$ cat src/rtl/pipe_pkg.sv
// rtl/pipe_pkg.sv - shared constants and helpers for the pipe_fifo slice
package pipe_pkg;

    localparam int PIPE_DEPTH_DEF = 4;
    localparam int PIPE_DW_DEF    = 8;

    function automatic int clog2(input int value);
        int result;
        result = 0;
        while ((1 << result) < value) begin
            result = result + 1;
        end
        return result;
    endfunction

endpackage

$ cat src/rtl/pipe_fifo_mem.sv
// rtl/pipe_fifo_mem.sv - DEPTH x DW register array, sync write, async read, reset to zero
module pipe_fifo_mem
    import pipe_pkg::*;
#(
    parameter int DW    = PIPE_DW_DEF,
    parameter int DEPTH = PIPE_DEPTH_DEF
) (
    input  logic                    clk,
    input  logic                    rst_n,
    input  logic                    we_i,
    input  logic [clog2(DEPTH)-1:0] waddr_i,
    input  logic [DW-1:0]           wdata_i,
    input  logic [clog2(DEPTH)-1:0] raddr_i,
    output logic [DW-1:0]           rdata_o
);

    logic [DW-1:0] mem_q [DEPTH];

    always_ff @(posedge clk or negedge rst_n) begin
        if (!rst_n) begin
            for (int i = 0; i < DEPTH; i++) begin
                mem_q[i] <= '0;
            end
        end else if (we_i) begin
            mem_q[waddr_i] <= wdata_i;
        end
    end

    // First-word fall-through: the head entry is visible without a read strobe.
    assign rdata_o = mem_q[raddr_i];

endmodule

$ cat src/rtl/pipe_fifo.sv
// rtl/pipe_fifo.sv - elastic output buffer with irdy driven from registered state only
module pipe_fifo
    import pipe_pkg::*;
#(
    parameter int DW    = PIPE_DW_DEF,
    parameter int DEPTH = PIPE_DEPTH_DEF,
    parameter int AFULL = DEPTH - 1
) (
    input  logic                  clk,
    input  logic                  rst_n,
    input  logic                  ival,
    output logic                  irdy,
    input  logic [DW-1:0]         idata,
    output logic                  oval,
    input  logic                  ordy,
    output logic [DW-1:0]         odata,
    output logic [clog2(DEPTH):0] count,
    output logic                  afull
);

    localparam int AW = clog2(DEPTH);
    localparam int CW = AW + 1;

    if ((DEPTH < 2) || ((DEPTH & (DEPTH - 1)) != 0)) begin : g_bad_depth
        $error("pipe_fifo: DEPTH must be a power of two and at least 2");
    end
    if ((AFULL < 1) || (AFULL > DEPTH)) begin : g_bad_afull
        $error("pipe_fifo: AFULL must lie in 1..DEPTH");
    end

    logic [AW-1:0] wptr_q, wptr_d;
    logic [AW-1:0] rptr_q, rptr_d;
    logic [CW-1:0] count_q, count_d;
    logic          iack;
    logic          oack;

    // irdy looks only at count_q, so a full buffer refuses a push even when it pops.
    assign irdy  = (count_q != CW'(DEPTH));
    assign oval  = (count_q != '0);
    assign afull = (count_q >= CW'(AFULL));
    assign count = count_q;

    assign iack = ival & irdy;
    assign oack = oval & ordy;

    always_comb begin
        wptr_d  = wptr_q;
        rptr_d  = rptr_q;
        count_d = count_q;
        if (iack) begin
            wptr_d = wptr_q + AW'(1);
        end
        if (oack) begin
            rptr_d = rptr_q + AW'(1);
        end
        case ({iack, oack})
            2'b10:   count_d = count_q + CW'(1);
            2'b01:   count_d = count_q - CW'(1);
            default: count_d = count_q;
        endcase
    end

    always_ff @(posedge clk or negedge rst_n) begin
        if (!rst_n) begin
            wptr_q  <= '0;
            rptr_q  <= '0;
            count_q <= '0;
        end else begin
            wptr_q  <= wptr_d;
            rptr_q  <= rptr_d;
            count_q <= count_d;
        end
    end

    pipe_fifo_mem #(
        .DW    (DW),
        .DEPTH (DEPTH)
    ) u_mem (
        .clk     (clk),
        .rst_n   (rst_n),
        .we_i    (iack),
        .waddr_i (wptr_q),
        .wdata_i (idata),
        .raddr_i (rptr_q),
        .rdata_o (odata)
    );

    a_irdy_matches_count: assert property (@(posedge clk) disable iff (!rst_n)
        irdy == (count != CW'(DEPTH)));
    a_oval_matches_count: assert property (@(posedge clk) disable iff (!rst_n)
        oval == (count != '0));
    a_count_in_range: assert property (@(posedge clk) disable iff (!rst_n)
        count <= CW'(DEPTH));

endmodule

$ cat config.mk
export PLATFORM = sky130hd
export DESIGN_NAME = pipe_fifo
export DESIGN_NICKNAME = d
export VERILOG_FILES = /design/src/rtl/pipe_pkg.sv /design/src/rtl/pipe_fifo_mem.sv /design/src/rtl/pipe_fifo.sv
export SDC_FILE = /design/constraint.sdc
export NUM_CORES = 1
export LEC_CHECK = 0
export ABC_CLOCK_PERIOD_IN_PS = 2200
export CORE_MARGIN = 2
export CORE_UTILIZATION = 35
export CTS_CLUSTER_DIAMETER = 100
export CTS_CLUSTER_SIZE = 28
export DETAILED_ROUTE_END_ITERATION = 8
export PLACE_DENSITY_LB_ADDON = 0.25
export SLEW_MARGIN = 25
export SYNTH_ARGS = -nofsm -noshare
export SYNTH_HDL_FRONTEND = slang
export SYNTH_SLANG_ARGS = --single-unit
$ cat constraint.sdc
create_clock -name clk -period 2.2 [get_ports clk]
set_input_delay 0.55 -clock clk [delete_from_list [all_inputs] [get_ports clk]]
set_output_delay 0.55 -clock clk [all_outputs]
set_load 0.05 [all_outputs]
* Yosys cells after proc, flatten, opt, wreduce, memory -nomap -nowiden *
Cells that the tools add are included.

word-level totals
  register bits after elaboration = 39
  input bits = 12
  output and inout bits = 14

cells by class
  add/subtract/negate cells = 4
  order comparisons = 4
  eq/ne operators = 3
  mux-type cells = 7
  bitwise operators = 4
  reductions and logical operators = 3

operators with widths
  operator               count
  $bwmux W32             1
  $mux W8                3
  $bmux W8 S2            1
  $demux W8 S2           1
  $ge A3 B3 Y1 const B   2
  $not A2 Y3             2
  $pmux W3 S2            1
  $add A2 B1 Y2 const B  2
  $add A3 B1 Y3 const B  1
  $ge A3 B2 Y1 const B   1
  $lt A3 B1 Y1 const B   1
  $ne A3 B3 Y1 const B   1
  $reduce_bool A3 Y1     1
  $sub A3 B1 Y3 const B  1
  $and A1 B1 Y1          2
  $eq A2 B1 Y1 const B   1
  $eq A2 B2 Y1 const B   1
  $reduce_bool A2 Y1     1
  $logic_and A1 B1 Y1    1

* Depth between registers and ports, before layout *
Gate-level depths: netlist of the first run.

  word-level depth = 6
  gate-level depth with buffers = 9
  gate-level depth less buffers = 8

* By module *
A second synthesis of the first run with hierarchy kept.

second synthesis, totals
  cell total of the unflattened synthesis = 107
  area, all modules = 1,761.7 sq um

by module, submodules not included
  module         instances  cells an instance  area an instance (sq um)
  pipe_fifo_mem  1          78                 1,401.3
  pipe_fifo      1          29                 360.3

* Worst setup path after synthesis of the first run *
OpenSTA, ideal clock, no wires.

  kind = register to register
  from = reg count_q[2] (netlist: count[2])
  to = reg count_q[2] (netlist: count[2])
  setup time = 0.082 ns
  arrival = 2.349 ns
  required time = 2.118 ns
  slack = -0.231 ns
  cell stages (with the launch flop) = 10
  cells stage by stage = dfrtp_1 > or3b_1 > buf_6 > nand2_1 > ha_1 > inv_1 > fa_1 > xor2_1 > nor2_1 > xor2_1

between the ends
  cells in the longest elaborated chain, start to end = 4
  elaborated cells between the ends (all ways) = 10

RTL lines
  item                                                      RTL line         text
  start, declared                                           pipe_fifo.sv:33  logic [CW-1:0] count_q, count_d;
  start signal, assigned                                    pipe_fifo.sv:71  count_q <= count_d;
  $ne A3 B3 Y1 *                                            pipe_fifo.sv:38  assign irdy = (count_q != CW'(DEPTH));
  net irdy                                                  pipe_fifo.sv:12  output logic irdy,
  $and A1 B1 Y1 *                                           pipe_fifo.sv:43  assign iack = ival & irdy;
  $eq A2 B1 Y1 / $eq A2 B2 Y1 (equally long branches)       pipe_fifo.sv:56  case ({iack, oack})
  $pmux W3 S2 / $reduce_bool A2 Y1 (equally long branches)  n/a

The timed path passes the listed nets; every way through them passes the cells marked *.
A chain may end at the register's enable or synchronous reset.

* Final worst setup path of the first run *
  from = reg count_q[0] (netlist: count[0])
  to = out irdy

between the ends
  cells in the longest elaborated chain, start to end = 1

RTL lines
  item           RTL line
  $ne A3 B3 Y1   pipe_fifo.sv:38
  end, declared  pipe_fifo.sv:12

Every way passes these cells.

==> run_results.csv, run 1 <==
group,metric,value,unit
global_routing,globalRouteTotalUtil,13.4,%
placed_design,dp_hpwl,2610,µm
cells_and_area,n_antenna_cell,0,
timing,min_period,2.11,ns
drt,antenna_left,0,
clock_network,clkSinkCount,39,
die,ios,26,
clock_network,cts_inserted_buffers,5,
global_routing,grt_pass1_vias,1214,
setup_path,rr_endpoint,"count[2]",
timing,rsz0062_at_grt,"false",
setup_path,critPathSlowestCell,"dfrtp_2",
synth,syn-num-nets,134,
timing,finalSetupViolations,0,
placed_design,placed_cells,214,
timing,maxSlewViolCount,0,
die,coreArea,5470,µm²
flow_run,maxCapViolations,0,
clock_network,cts_hold_buf,0,
clock_network,h-tree-depth,2,
setup_path,path_class,"reg -> out",
die,fp.dieW,79.0,µm
synth,synthDistinctLibCells,20,
clock_network,clkTransAtPathRegs,0.07,ns
setup_path,worstSetupEndpointType,"output port",
placed_design,place.gp.congestion,0.725,
setup_path,cp_max_fo,7,
synth,ys_ff_latch,39,
cells_and_area,multi_input_area,931,µm²
drt,totalWireLength,3730,µm
setup_path,cpMostUsedCell,"buf_4",
timing,fin_worst_skew,0.00380,ns
setup_path,cp-start-kind,"flop",
cells_and_area,layout.nets,168,
die,fp-row-count,27,
min_path,worst_hold_path_type,"in -> async",
cells_and_area,seqCellArea,981,µm²
drt,drcViolationCount,0,
synth,synth_warnings,0,
clock_network,clk_path_buf_depth,2,
drt,dr.pass1.iters,4,
run_status,outcome,"complete, no violations",
clock_network,clock_latency,0.29,ns
timing,relSlewSlack,66.8,%
global_routing,grt_max_degree,19,
cells_and_area,layout_common_cells,"35 x dfrtp_1, 32 x mux2_4, 19 x buf_4",
drt,vias_per_cell,4.78,
die,die_h,79.0,µm
clock_network,cts_root_buf,"clkbuf_8",
timing,max_clock_freq,0.474,GHz
cells_and_area,post-route-util,44.3,%
die,initial_core_util,36.0,%
synth,synthesis.area,1970,µm²
clock_network,cts_tree,"done",
cells_and_area,fill_cells,522,
setup_path,critPathRequiredTime,1.65,ns
cells_and_area,final_common_cell,"dfrtp_1",
timing,fin_tns_setup,0,ns
synth,seq_area_frac_synth,49.6,%
setup_path,reg2reg_from,"count[0]",
die,dieArea,6240,µm²
setup_path,path_cells,"or3b_1 -> buf_4 -> buf_4",
synth,synthCells,116,
global_routing,grt_overflow,0,
setup_path,worst-endpoint-arrival,1.56,ns
setup_path,max_stage_delay,0.45,ns
cells_and_area,final_cells,223,
placed_design,port_buffers,25,
timing,finalHoldViolations,0,
timing,timing.final.crit_share,96.0,%
drt,drtIter0Drc,58,
drt,avgRoutedWirePerCell,16.7,µm
timing,worst_slew_pin_slew,0.496,ns
cells_and_area,final_layout_size_suffix_gt1_share,55.0,%
global_routing,antenna_found_initial,0,
drt,vias,1067,
global_routing,grt_pass1_wl,6270,µm
setup_path,reg2regPathDepth,8,
cells_and_area,area_growth,23.2,%
synth,syn_area_per_cell,17.0,µm²
setup_path,reg2reg_setup_slack,0.17,ns
-- worst max-delay path: cells and delay by family (launching register included) --
family                 cells  cell delay, ns
flip-flops                 1            0.45
buffers and inverters      2            0.36
AND/OR/NAND/NOR            1            0.45
-- metrics by stage --
stage	cell area, µm²	worst slack [ns]	hold slack [ns]
2_1_floorplan	1990	0.0331	0.254
3_3_place_gp	2300	0.0543	0.421
3_5_place_dp	2300	-0.00470	0.431
4_1_cts	2420	0.0208	0.111
5_1_grt	2420	0.0195	0.110
6_report	2420	0.0883	0.109
-- timing repair --
action / CTS / global route
setup endpoints to repair: 7 / 3
setup buffers: 0 / 1
resized for setup: 2 / 0
-- kinds of logic after synthesis --
kind of cell    share of synthesized area, %
compound gates                         0.954
xor+xnor                                2.67
fa+ha+maj                               4.20
buf+inv                                 4.26
flops                                   49.6
mux                                     34.6
simple gates                            3.69
-- registers in the layout (all words and copies together), names as in the netlist --
register / count
u_mem.mem_q: 32
count: 3
rptr_q: 2
wptr_q: 2
-- cells in the mapped netlist (all sizes together) --
cell type	n	area, µm²
dfrtp	39	976
mux2	33	492
mux4	8	180
buf	7	65.1
ha	5	62.6
inv	5	18.8
and3	4	45.0
xnor2	3	26.3
xor2	3	26.3
nand2	2	7.51
a21o	1	8.76
fa	1	20.0
mux2i	1	10.0
nor2	1	3.75
o31a	1	10.0
or3	1	7.51
or3b	1	8.76
-- how the worst max path moves through the flow --
| stage | startpoint | endpoint | cells after the start |
|---|---|---|---|
| 2_1_floorplan | count[0] | count[2] | 9 |
| 3_3_place_gp | ordy | count[2] | 8 |
| 3_5_place_dp | ordy | count[2] | 8 |
| 4_1_cts | rptr_q[0] | odata[4] | 3 |
| 5_1_grt | count[0] | irdy | 3 |
| 6_report | count[0] | irdy | 3 |
-- final cells by class --
type,count,share of cell area (%)
timing repair buffer,34,11.8
tap,72,3.72
clock inverter,2,1.44
multi-input combinational,65,38.4
sequential,39,40.5
inverter,5,0.774
clock buffer,6,3.41
-- routing by layer --
| layer | routed length [µm] | vias up | share of wire (%) | global-route usage [%] |
|---|---|---|---|---|
| li1 | - | 473 | - | - |
| met1 | 1700 | 555 | 46 | 17.8 |
| met2 | 1780 | 31 | 48 | 20.9 |
| met3 | 180 | 8 | 4.8 | 3.18 |
| met4 | 67 | 0 | 1.8 | 5.69 |
| met5 | 0 | - | 0 | 0 |
Power of run 1 is left out: the tool's default activity adds up to more than one toggle a clock period on the data nets, which glitch-free logic cannot reach.
==> run 2, diff against run 1 <==
Settings changed: SLEW_MARGIN 25 to 15.
==> results of run 2 <==
Same layout as run 1: the final DEF is identical, and so are final timing and power.
Power of run 2 is left out for the same reason.
